[src/rtl/midi_uart_rx_if.sv]
// Receive-side byte stream from midi_uart_rx to the MIDI message parser.
// The receiver drives data/valid and the error pulses; the parser drives ready.
interface midi_uart_rx_if;
    logic [7:0] data_o;
    logic       valid_o;
    logic       ready_i;
    logic       frameErr_o;
    logic       overrun_o;

    modport master (output data_o, valid_o, frameErr_o, overrun_o, input ready_i);
    modport slave  (input data_o, valid_o, frameErr_o, overrun_o, output ready_i);
endinterface

[src/rtl/midi_uart_rx.sv]
// MIDI 8-N-1 serial receiver with a ready/valid byte stream and error pulses.
// Define MIDI_RX_FIFO_EN for a FIFO_DEPTH-entry buffer; otherwise a single holding register.
module midi_uart_rx #(
    parameter int CLK_FREQ   = 10_000_000,
    parameter int BAUD       = 31250,
    parameter int FIFO_DEPTH = 4
) (
    input  logic           clk_i,
    input  logic           nrst_i,
    input  logic           rxData_i,
    midi_uart_rx_if.master rx_if
);
    localparam int DIV = CLK_FREQ / BAUD;
    localparam int CW  = $clog2(DIV);
    localparam logic [CW-1:0] HALF_RELOAD = CW'(DIV / 2 - 1);
    localparam logic [CW-1:0] BIT_RELOAD  = CW'(DIV - 1);

    if (DIV < 16 || FIFO_DEPTH < 2) begin : g_cfg_chk
        $error("midi_uart_rx: DIV must be >= 16 and FIFO_DEPTH >= 2");
    end

    typedef enum logic [2:0] {IDLE, START, DATA, STOP, BRK} state_e;

    logic          sync1_q, rxs_q;
    state_e        state_q, state_d;
    logic [CW-1:0] cnt_q, cnt_d;
    logic [2:0]    idx_q, idx_d;
    logic [7:0]    shift_q, shift_d;
    logic          push, ferr, pop, wr_en, valid;
    logic          ferr_q, ovr_q;
    logic          expire;

    assign expire = (cnt_q == '0);

    always_ff @(posedge clk_i or negedge nrst_i) begin
        if (!nrst_i) begin
            sync1_q <= 1'b1;
            rxs_q   <= 1'b1;
        end else begin
            sync1_q <= rxData_i;
            rxs_q   <= sync1_q;
        end
    end

    always_ff @(posedge clk_i or negedge nrst_i) begin
        if (!nrst_i) state_q <= IDLE;
        else         state_q <= state_d;
    end

    always_comb begin
        state_d = state_q;
        case (state_q)
            IDLE:    if (!rxs_q) state_d = START;
            START:   if (expire) state_d = rxs_q ? IDLE : DATA;
            DATA:    if (expire && idx_q == 3'd7) state_d = STOP;
            STOP:    if (expire) state_d = rxs_q ? IDLE : BRK;
            BRK:     if (rxs_q) state_d = IDLE;
            default: state_d = IDLE;
        endcase
    end

    // Counter runs freely outside IDLE; only its expiry in START/DATA/STOP matters.
    always_comb begin
        cnt_d   = cnt_q - 1'b1;
        idx_d   = idx_q;
        shift_d = shift_q;
        push    = 1'b0;
        ferr    = 1'b0;
        case (state_q)
            IDLE:  cnt_d = HALF_RELOAD;
            START: if (expire) begin
                cnt_d = BIT_RELOAD;
                idx_d = '0;
            end
            DATA:  if (expire) begin
                cnt_d   = BIT_RELOAD;
                idx_d   = idx_q + 1'b1;
                shift_d = {rxs_q, shift_q[7:1]};
            end
            STOP:  if (expire) begin
                push = rxs_q;
                ferr = !rxs_q;
            end
            default: ;
        endcase
    end

    always_ff @(posedge clk_i or negedge nrst_i) begin
        if (!nrst_i) begin
            cnt_q   <= '0;
            idx_q   <= '0;
            shift_q <= '0;
            ferr_q  <= 1'b0;
            ovr_q   <= 1'b0;
        end else begin
            cnt_q   <= cnt_d;
            idx_q   <= idx_d;
            shift_q <= shift_d;
            ferr_q  <= ferr;
            ovr_q   <= push && !wr_en;
        end
    end

    assign pop = valid && rx_if.ready_i;

`ifdef MIDI_RX_FIFO_EN
    localparam int AW = $clog2(FIFO_DEPTH);
    logic [7:0]  mem_q [FIFO_DEPTH];
    logic [AW:0] wr_q, rd_q;
    logic        full;

    // Pointers carry one wrap bit so full and empty are distinguishable.
    assign full  = (wr_q[AW] != rd_q[AW]) && (wr_q[AW-1:0] == rd_q[AW-1:0]);
    assign valid = (wr_q != rd_q);
    assign wr_en = push && (!full || pop);

    always_ff @(posedge clk_i or negedge nrst_i) begin
        if (!nrst_i) begin
            wr_q <= '0;
            rd_q <= '0;
            for (int i = 0; i < FIFO_DEPTH; i++) mem_q[i] <= '0;
        end else begin
            if (wr_en) begin
                mem_q[wr_q[AW-1:0]] <= shift_q;
                wr_q                <= wr_q + 1'b1;
            end
            if (pop) rd_q <= rd_q + 1'b1;
        end
    end

    assign rx_if.data_o = mem_q[rd_q[AW-1:0]];
`else
    logic [7:0] hold_q;
    logic       hv_q;

    assign valid = hv_q;
    assign wr_en = push && (!hv_q || pop);

    always_ff @(posedge clk_i or negedge nrst_i) begin
        if (!nrst_i) begin
            hold_q <= '0;
            hv_q   <= 1'b0;
        end else begin
            if (wr_en) hold_q <= shift_q;
            if (wr_en)    hv_q <= 1'b1;
            else if (pop) hv_q <= 1'b0;
        end
    end

    assign rx_if.data_o = hold_q;
`endif

    assign rx_if.valid_o    = valid;
    assign rx_if.frameErr_o = ferr_q;
    assign rx_if.overrun_o  = ovr_q;
endmodule

[src/flat_wrapper.sv]
// flat-port wrapper written by rule: the top's interface ports become plain ports
module midi_uart_rx_flat 
#(
    parameter int CLK_FREQ   = 10_000_000,
    parameter int BAUD       = 31250,
    parameter int FIFO_DEPTH = 4
)
  (clk_i, nrst_i, rxData_i, rx_if_data_o, rx_if_valid_o, rx_if_frameErr_o, rx_if_overrun_o, rx_if_ready_i);
  midi_uart_rx_if rx_if_i ();
  input  logic clk_i;
  input  logic nrst_i;
  input  logic rxData_i;
  output wire logic [$bits(rx_if_i.data_o)-1:0] rx_if_data_o;
  output wire logic [$bits(rx_if_i.valid_o)-1:0] rx_if_valid_o;
  output wire logic [$bits(rx_if_i.frameErr_o)-1:0] rx_if_frameErr_o;
  output wire logic [$bits(rx_if_i.overrun_o)-1:0] rx_if_overrun_o;
  input wire logic [$bits(rx_if_i.ready_i)-1:0] rx_if_ready_i;
  assign rx_if_data_o = rx_if_i.data_o;
  assign rx_if_valid_o = rx_if_i.valid_o;
  assign rx_if_frameErr_o = rx_if_i.frameErr_o;
  assign rx_if_overrun_o = rx_if_i.overrun_o;
  assign rx_if_i.ready_i = rx_if_ready_i;
  midi_uart_rx #(.CLK_FREQ(CLK_FREQ), .BAUD(BAUD), .FIFO_DEPTH(FIFO_DEPTH)) u_core (.clk_i(clk_i), .nrst_i(nrst_i), .rxData_i(rxData_i), .rx_if(rx_if_i));
endmodule
[config.mk]
export PLATFORM = sky130hd
export DESIGN_NAME = midi_uart_rx_flat
export DESIGN_NICKNAME = d
export VERILOG_FILES = /design/src/rtl/midi_uart_rx_if.sv /design/src/rtl/midi_uart_rx.sv /design/src/flat_wrapper.sv
export SDC_FILE = /design/constraint.sdc
export NUM_CORES = 1
export LEC_CHECK = 0
export BUFFER_PORTS_ARGS = -buffer_cell sky130_fd_sc_hd__buf_2
export CAP_MARGIN = 10
export CELL_PAD_IN_SITES_DETAIL_PLACEMENT = 1
export CELL_PAD_IN_SITES_GLOBAL_PLACEMENT = 1
export CORE_MARGIN = 4
export CORE_UTILIZATION = 30
export DETAILED_ROUTE_END_ITERATION = 10
export PLACE_DENSITY = 0.54
export SLEW_MARGIN = 5
export SYNTH_ARGS = -nofsm -noshare
export SYNTH_HDL_FRONTEND = slang
export SYNTH_SLANG_ARGS = --single-unit
[constraint.sdc]
create_clock -name clk_i -period 4.9 [get_ports clk_i]
set_input_delay 0.98 -clock clk_i [delete_from_list [all_inputs] [get_ports clk_i]]
set_output_delay 0.98 -clock clk_i [all_outputs]
set_load 0.01 [all_outputs]
==> results_dict.tcl, run 1 <==
set metrics [dict create \
    status "completed" \
    cts_tree "yes" \
    required_ns 5.07 \
    design_area_um2 1810 \
    numCtsBuffers 5 \
    drt_first_pass_iters 3 \
    synth-seq-cells 36 \
    setup_viol 0 \
    power_mw 0.538 \
    fin_tns_setup_ns 0 \
    fin_ws_ns 2.70 \
    path_clk_slew_ns 0.07 \
    final_util_pct 35.2 \
    holdWs_ns 0.360 \
    synth_nets 135 \
    placed_cell_area_um2 1710 \
    initial_core_util_pct 31.0 \
    detail-route-antenna-nets 0 \
    clock_path_buffers 2 \
    syn_area_um2 1590 \
    synth_area_leaders "dfrtp_1, mux2_2, dfstp_2" \
    path_class "flip-flop to flip-flop" \
    r2r-start "u_core.cnt_q[0]$_DFF_PN0_" \
    grt_max_degree 37 \
    cp-start-kind "flip-flop" \
    crit_fanout 8 \
    rsz0062_at_grt "false" \
    drc 0 \
    fmax_ghz 0.455 \
    powerDensity_nw_per_um2 297 \
    avgSynthCellArea_um2 12.6 \
    synth.most_common_cell "dfrtp_1" \
    async_flop_share_pct 100 \
    insertedDiodeCount 0 \
    ioPinCount 15 \
    overflow 0 \
    drt_iter0_markers 29 \
    io_buffer_count 14 \
    track_usage_pct 10.9 \
    worstHoldStart "u_core.sync1_q$_DFF_PN1_" \
    syn_inst 127 \
    wl_per_cell_um 13.8 \
    yosys.area.top_type "dfrtp_1" \
    hp-class "flip-flop to flip-flop" \
    endpoint_kind "flip-flop" \
    synth_ff_type "dfrtp_1" \
    dp_slack_ns 2.67 \
    wl_um 2960 \
    relSlewSlack_pct 47.9 \
    antenna_found_initial 0 \
    fp-row-count 26 \
    syn_to_final_growth_pct 13.6 \
    dieHeight_um 80.9 \
    slowest_delay_ns 0.62 \
    ys_warn_count 0 \
    gp_congestion 0.698 \
    worstMarginPinSlew_ns 0.781 \
    cts_root_buf "clkbuf_8" \
    final_max_slew_viol_count 0 \
    post-route-period-util_pct 44.9 \
    reg2reg_to "u_core.rx_if.data_o[0]$_DFFE_PN0P_" \
    final_nets 151 \
    grt_pass1_vias 1067 \
    dp_hpwl_um 2140 \
    grt_pass1_wl_um 5260 \
    reg2reg_slack_ns 2.70 \
    vdd_drop_max_v 0.000139 \
    cp-endpoint "u_core.rx_if.data_o[0]$_DFFE_PN0P_" \
    insertion_delay_ns 0.29 \
    dpl.cell_count 206 \
    core_um2 5140 \
    ys_seq_area_share_pct 56.7 \
    worstPathCellList "inv_1, ha_1, or4b_1, nor4_4, nand3_4, mux2_2" \
    final.fill_count 587 \
    startpoint "u_core.cnt_q[0]$_DFF_PN0_" \
    hold_viol 0 \
    post_cts_resized 0 \
    vias 989 \
    via_per_inst 4.62 \
    drive_gt1_share_pct 30.6 \
    htreeDepth 2 \
    die_area_um2 6540 \
    finalWorstPathRequiredPeriod_ns 2.20 \
    synthTopCellsByCount "dfrtp_1, mux2_2, nand2_1" \
    cts_sinks 36 \
    final_cells 214 \
    post-cts-setup-buffer-count 0 \
    synth_cell_type_count 36 \
    cp_slowest_cell "or4b_1" \
    die_w_um 80.9 \
    synth-edff-count 0 \
    reg2reg_depth 6 \
    ctsHoldBuffers 0 \
    leakage_nw 0.871 \
    skew_ns 0.00330 \
    crit_arrival_ns 2.37 \
    synth_top_area_share_pct 53.4 \
    maxCapViolCount 0 \
]
cell type report:
| class | instances | area (um2) | area share [%] |
|---|---|---|---|
| multi-input combinational | 81 | 631 | 34.8 |
| timing repair buffer | 14 | 70.1 | 3.87 |
| clock buffer | 8 | 100 | 5.53 |
| tap | 70 | 87.6 | 4.84 |
| inverter | 5 | 18.8 | 1.04 |
| sequential | 36 | 903 | 49.9 |
critical path: cells and delay by family, from the launching register on:
kind | cells | cell delay (ns)
multiplexers | 1 | 0.31
AND/OR/NAND/NOR | 3 | 1.14
flip-flops | 1 | 0.40
adder cells (fa/ha/maj) | 1 | 0.14
buffers and inverters | 1 | 0.09
layout by cell type (no fill, tap or decap), types with 2 or more instances in the layout:
cell | netlist | final
dfrtp_1 | 34 | 34
mux2_2 | 16 | 16
buf_2 | 1 | 14
nand2_1 | 10 | 10
nor2_1 | 9 | 9
clkbuf_8 | 1 | 7
inv_1 | 5 | 5
xnor2_1 | 5 | 5
a21oi_1 | 4 | 4
ha_1 | 4 | 4
o21ai_0 | 3 | 3
nor4_1 | 3 | 3
nor3_1 | 3 | 3
or4_1 | 2 | 2
nand3_1 | 2 | 2
and2_1 | 2 | 2
mux2i_1 | 2 | 2
a32oi_1 | 2 | 2
dfstp_2 | 2 | 2
kinds of logic after synthesis:
logic type      synth area share [%]
simple gates                    15.2
flops                           56.7
mux                             12.6
compound gates                  5.34
buf+inv                         3.77
xor+xnor                        3.30
fa+ha+maj                       3.14
layer usage:
layer	global-route usage [%]	vias up	routed length, um
met3	3.55	7	115
met1	13.2	499	1320
li1	-	471	-
met4	5.57	0	69
met5	0	-	0
met2	17.4	12	1460
worst min-delay path by stage:
stage | to | slack (ns) | depth (start not counted)
floorplan | u_core.rxs_q$_DFF_PN1_ | 0.35 | 0
global placement | u_core.rxs_q$_DFF_PN1_ | 0.35 | 0
detailed placement | u_core.rxs_q$_DFF_PN1_ | 0.35 | 0
CTS | u_core.rxs_q$_DFF_PN1_ | 0.36 | 0
global route | u_core.rxs_q$_DFF_PN1_ | 0.37 | 0
finish | u_core.rxs_q$_DFF_PN1_ | 0.36 | 0
flip-flops by register name, summed over array words and instances, names as in the netlist:
signal and cells:
u_core.shift_q 8, u_core.sync1_q 1, u_core.rx_if.overrun_o 1, u_core.state_q 3
u_core.rx_if.data_o 8, u_core.rx_if.valid_o 1, u_core.rx_if.frameErr_o 1, u_core.rxs_q 1
u_core.cnt_q 9, u_core.idx_q 3
report_power, final:
group / switching [mW] / leakage (nW) / internal, mW
logic: 0.00582 / 0.359 / 0.00111
registers: 0.00122 / 0.460 / 0.299
clock network: 0.103 / 0.0515 / 0.128
total: 0.110 / 0.871 / 0.428
Note: power is estimated with default switching activity, not from simulation.
==> run 2: changes to the inputs <==
==> constraint.sdc (replaced) <==
create_clock -name clk_i -period 2.2 [get_ports clk_i]
set_input_delay 0.44 -clock clk_i [delete_from_list [all_inputs] [get_ports clk_i]]
set_output_delay 0.44 -clock clk_i [all_outputs]
set_load 0.01 [all_outputs]
==> results_dict.tcl, run 2 (same netlist as run 1, synthesis figures left out) <==
set metrics [dict create \
    post_cts_resized 0 \
    detail-route-antenna-nets 0 \
    drc 0 \
    post-route-period-util_pct 94.8 \
    cts_sinks 36 \
    cpMostUsedCell "buf_4" \
    ioPinCount 15 \
    powerDensity_nw_per_um2 641 \
    relSlewSlack_pct 47.0 \
    top_register "u_core.cnt_q" \
    largest_reg_flops 9 \
    leakage_nw 0.884 \
    rsz0062_at_grt "false" \
    ctsHoldBuffers 0 \
    gp_congestion 0.723 \
    cp-start-kind "flip-flop" \
    crit_fanout 6 \
    path_clk_slew_ns 0.07 \
    drt_first_pass_iters 4 \
    design_area_um2 1830 \
    clock_path_buffers 2 \
    insertion_delay_ns 0.29 \
    final_cell_mix "dfrtp_1, mux2_2, buf_2" \
    die_w_um 80.9 \
    final_util_pct 35.5 \
    dp_hpwl_um 2200 \
    required_ns 2.38 \
    grt_pass1_wl_um 5280 \
    vdd_drop_max_v 0.000332 \
    startpoint "u_core.cnt_q[0]$_DFF_PN0_" \
    final_max_slew_viol_count 0 \
    die_area_um2 6540 \
    core_um2 5140 \
    overflow 0 \
    grt_max_degree 37 \
    antenna_found_initial 0 \
    worstMarginPinSlew_ns 0.794 \
    grt_pass1_vias 1114 \
    cts_root_buf "clkbuf_8" \
    drt_iter0_markers 39 \
    hp-class "input pin to async pin" \
    cp_slowest_cell "or4b_1" \
    wl_um 3050 \
    fp-row-count 26 \
    final_common_cell "dfrtp_1" \
    skew_ns 0.00479 \
    syn_to_final_growth_pct 14.5 \
    drive_gt1_share_pct 32.7 \
    worstPathCellList "inv_1, ha_1, or4b_1, buf_4, nor3_4, buf_4, nand2_1, a21o_1" \
    power_mw 1.17 \
    reg2reg_slack_ns 0.11 \
    r2r-start "u_core.cnt_q[0]$_DFF_PN0_" \
    wl_per_cell_um 14.1 \
    fmax_ghz 0.479 \
    fin_tns_setup_ns 0 \
    status "completed" \
    hold_viol 0 \
    cts_tree "yes" \
    endpoint_kind "flip-flop" \
    htreeDepth 2 \
    reg2reg_depth 8 \
    finalWorstPathRequiredPeriod_ns 2.09 \
    insertedDiodeCount 0 \
    dieHeight_um 80.9 \
    setup_viol 0 \
    path_class "flip-flop to flip-flop" \
    slowest_delay_ns 0.52 \
    initial_core_util_pct 31.0 \
    reg2reg_to "u_core.cnt_q[7]$_DFF_PN0_" \
    final_nets 154 \
    io_buffer_count 14 \
    crit_arrival_ns 2.27 \
    via_per_inst 4.71 \
    placed_cell_area_um2 1730 \
    track_usage_pct 10.8 \
    vias 1021 \
    maxCapViolCount 0 \
    numCtsBuffers 5 \
]
[run 2: changes by cell type in the layout (fill, tap and decap cells not counted), sizes merged]
cell,previous run,this run
buf,14,17
clkbuf,8,6
clkinv,0,2
[run 2: how the worst max path moves through the flow]
| stage | to | cells past startpoint |
|---|---|---|
| after floorplan | u_core.rx_if.data_o[0]$_DFFE_PN0P_ | 7 |
| after global placement | u_core.rx_if.data_o[0]$_DFFE_PN0P_ | 6 |
| after detailed placement | u_core.rx_if.data_o[2]$_DFFE_PN0P_ | 6 |
| after CTS | u_core.rx_if.data_o[2]$_DFFE_PN0P_ | 6 |
| after global routing | u_core.shift_q[1]$_DFFE_PN0P_ | 7 |
| final | u_core.cnt_q[7]$_DFF_PN0_ | 8 |
[run 2: per-layer routing]
layer  GRT usage [%]  part of all wire [%]  up-vias
met4            5.07                   1.7        0
met2            18.5                    52       17
li1                -                     -      477
met1            12.2                    44      522
met5               0                     0        -
met3            3.44                   2.8        5
[run 2: what timing repair did]
action                     CTS  global route
buffers inserted             0             0
hold endpoints to repair     0             0
setup endpoints to repair    0             7
[run 2: critical path: cells and delay by family, from the launching register on]
family                   cells  cell delay [ns]
AO/OA/AOI/OAI                1             0.20
buffers and inverters        3             0.45
AND/OR/NAND/NOR              3             0.80
flip-flops                   1             0.40
adder cells (fa/ha/maj)      1             0.14
[run 2: final cells by class]
cell class,instances,area [um2]
flip-flops and latches,36,903
clock inverters,2,10.0
repair buffers,17,92.6
inverters,5,18.8
clock buffers,6,82.6
fillers,613,3310
multi-input cells,81,631
well taps,70,87.6
[run 2: report_power, final]
group,switching (mW),leakage (nW),internal [mW]
Sequential,0.00226,0.460,0.665
Combinational,0.0131,0.373,0.00246
Clock,0.238,0.0510,0.250
[run 2: through the flow]
stage | setup slack (ns) | instances | hold WS, ns
after floorplan | 0.202 | 127 | 0.144
after global placement | 0.0889 | 209 | 0.347
after detailed placement | 0.0705 | 209 | 0.347
after CTS | 0.0580 | 217 | 0.237
after global routing | 0.0108 | 217 | 0.230
final | 0.114 | 217 | 0.232
==> run 3: changes to the inputs <==
--- a/config.mk
+++ b/config.mk
@@ -5,6 +5,7 @@
 export SDC_FILE = /design/constraint.sdc
 export NUM_CORES = 1
 export LEC_CHECK = 0
+export ABC_AREA = 1
 export BUFFER_PORTS_ARGS = -buffer_cell sky130_fd_sc_hd__buf_2
 export CAP_MARGIN = 10
 export CELL_PAD_IN_SITES_DETAIL_PLACEMENT = 1
@@ -12,7 +13,7 @@
 export CORE_MARGIN = 4
 export CORE_UTILIZATION = 30
 export DETAILED_ROUTE_END_ITERATION = 10
-export PLACE_DENSITY = 0.54
+export PLACE_DENSITY = 0.56
 export SLEW_MARGIN = 5
 export SYNTH_ARGS = -nofsm -noshare
 export SYNTH_HDL_FRONTEND = slang
==> results_dict.tcl, run 3 <==
set metrics [dict create \
    final_max_slew_viol_count 0 \
    grt_max_degree 23 \
    hold_viol 0 \
    synth_area_leaders "dfrtp_1, nand2_1, nand3_1" \
    synth.most_common_cell "nand2_1" \
    drive_gt1_share_pct 17.0 \
    dieHeight_um 84.3 \
    synthTopCellsByCount "nand2_1, dfrtp_1, nand3_1" \
    endpoint_kind "flip-flop" \
    fp-row-count 27 \
    cp_top_family "simple AND/OR/NAND/NOR gates" \
    worstPathCellList "inv_1, ha_1, nand3_4, nor2_8, nand2_2, nand2_1, inv_1, nand2_1" \
    skew_ns 0.00289 \
    htreeDepth 2 \
    synth-seq-cells 36 \
    top_register "u_core.cnt_q" \
    async_flop_share_pct 100 \
    rsz0062_at_grt "false" \
    wl_per_cell_um 13.0 \
    dpl.cell_count 287 \
    insertion_delay_ns 0.29 \
    status "completed" \
    register_area_um2 903 \
    ys_seq_area_share_pct 51.7 \
    detail-route-antenna-nets 0 \
    switching_share_pct 20.8 \
    core_um2 5570 \
    grt_pass1_wl_um 7000 \
    p_int_mw 1.01 \
    maxCapViolCount 0 \
    syn_to_final_growth_pct 14.7 \
    vias 1354 \
    io_buffer_count 14 \
    p_sw_mw 0.264 \
    drc 0 \
    vdd_drop_max_v 0.000344 \
    ioPinCount 15 \
    synth_top_area_share_pct 48.7 \
    die_area_um2 7110 \
    antenna_found_initial 0 \
    final_nets 230 \
    synth_cell_type_count 25 \
    relSlewSlack_pct 70.5 \
    avgSynthCellArea_um2 8.65 \
    clockPowerShare_pct 45.9 \
    cts_tree "yes" \
    fmax_ghz 0.595 \
    gp_congestion 0.790 \
    cts_sinks 36 \
    seq_power_share_pct 52.4 \
    syn_area_um2 1750 \
    wl_um 3840 \
    initial_core_util_pct 31.3 \
    final_cells 295 \
    grt_pass1_vias 1448 \
    multi_input_area_um2 742 \
    ys_warn_count 0 \
    crit_fanout 22 \
    synth_ff_type "dfrtp_1" \
    drt_iter0_markers 50 \
    insertedDiodeCount 0 \
    cp_slowest_cell "dfrtp_1" \
    yosys.area.top_type "dfrtp_1" \
    dp_hpwl_um 2910 \
    required_ns 2.43 \
    post_cts_resized 0 \
    drt_first_pass_iters 4 \
    fin_tns_setup_ns 0 \
    setup_viol 0 \
    cts_root_buf "clkbuf_8" \
    path_buf_inv 2 \
    synth-edff-count 0 \
    post-route-period-util_pct 76.4 \
    track_usage_pct 12.2 \
    leakage_nw 1.11 \
    overflow 0 \
    clock_path_buffers 2 \
    synth_nets 210 \
    syn_inst 202 \
    worstMarginPinSlew_ns 0.441 \
    cp-start-kind "flip-flop" \
    final_common_cell "nand2_1" \
    powerDensity_nw_per_um2 634 \
    via_per_inst 4.59 \
    comb_power_share_pct 1.6 \
    largest_reg_flops 9 \
    die_w_um 84.3 \
    path_class "flip-flop to flip-flop" \
    path_clk_slew_ns 0.07 \
    slowest_delay_ns 0.38 \
    finalWorstPathRequiredPeriod_ns 1.68 \
    hp-class "input pin to async pin" \
    final.fill_count 691 \
    post-cts-setup-buffer-count 0 \
    crit_arrival_ns 1.91 \
    numCtsBuffers 5 \
    final_cell_mix "nand2_1, dfrtp_1, nand3_1" \
    ctsHoldBuffers 0 \
]
## run 3: changes by cell type after synthesis, moves of 4 or more
cell,before,now
nand4_1,0,11
inv_1,5,18
nor2_1,9,13
nand2_1,10,74
xnor2_1,5,1
mux2_2,16,0
nand3_1,2,21
a21oi_1,4,0
## run 3: power groups by stage
stage	Sequential [mW]	Clock (mW)	Combinational, mW
3_3_place_gp	0.679	0	0.0222
2_1_floorplan	0.679	0	0.00252
3_5_place_dp	0.679	0	0.0225
6_report	0.666	0.583	0.0206
4_1_cts	0.666	0.612	0.0225
5_1_grt	0.666	0.641	0.0251
## run 3: stage by stage
| stage | cell area, um2 | power, mW | setup slack, ns | utilization [%] | hold slack, ns |
|---|---|---|---|---|---|
| 2_1_floorplan | 1750 | 0.681 | 0.840 | - | 0.144 |
| 3_3_place_gp | 1900 | 0.701 | 0.541 | 34.0 | 0.330 |
| 3_5_place_dp | 1900 | 0.701 | 0.503 | 34.0 | 0.328 |
| 4_1_cts | 2000 | 1.30 | 0.484 | 35.9 | 0.00325 |
| 5_1_grt | 2000 | 1.33 | 0.344 | 35.9 | 0.0122 |
| 6_report | 2000 | 1.27 | 0.519 | 35.9 | 0.00674 |
## run 3: worst reg2reg max path: cells and delay by family, from the launching register on
| family | cells | cell delay, ns |
|---|---|---|
| adder cells (fa/ha/maj) | 1 | 0.24 |
| AND/OR/NAND/NOR | 5 | 0.81 |
| buffers and inverters | 2 | 0.21 |
| flip-flops | 1 | 0.38 |
## run 3: logic make-up (layout without fill, tap and decap cells)
logic type / count (synthesis) / in the layout / share of synthesized area [%]
buffers and inverters: 23 / 44 / 5.80
XOR/XNOR: 2 / 2 / 1.00
flip-flops: 36 / 36 / 51.7
AO/OA/AOI/OAI: 6 / 6 / 2.22
adder cells (fa/ha/maj): 4 / 4 / 2.87
AND/OR/NAND/NOR: 131 / 131 / 36.4
## run 3: worst paths after layout
| check | startpoint | endpoint | slack [ns] | depth (start not counted) |
|---|---|---|---|---|
| min in group clk_i | rxData_i | u_core.sync1_q$_DFF_PN1_ | 0.24 | 1 |
| max in group asynchronous | nrst_i | u_core.cnt_q[5]$_DFF_PN0_ | 1.73 | 2 |
| worst max-delay path | u_core.cnt_q[0]$_DFF_PN0_ | u_core.cnt_q[0]$_DFF_PN0_ | 0.52 | 8 |
| worst max register to register | u_core.cnt_q[0]$_DFF_PN0_ | u_core.cnt_q[0]$_DFF_PN0_ | 0.52 | 8 |
| worst min-delay path | nrst_i | u_core.state_q[1]$_DFFE_PN0P_ | 0.007 | 1 |
| worst min register to register | u_core.sync1_q$_DFF_PN1_ | u_core.rxs_q$_DFF_PN1_ | 0.36 | 0 |
## run 3: layout make-up
type                    count  share of cell area [%]
clock buffers               6                    3.62
clock inverters             2                    1.75
inverters                  20                    3.75
multi-input cells         143                    37.0
flip-flops and latches     36                    45.1
well taps                  72                    4.50
repair buffers             16                    4.25
## run 3: layer usage
metal	GRT usage (%)	routed length (um)	vias up
met5	0	0	-
li1	-	-	682
met4	3.51	36	0
met3	3.24	81	4
met2	19.9	1800	10
met1	15.9	1920	658
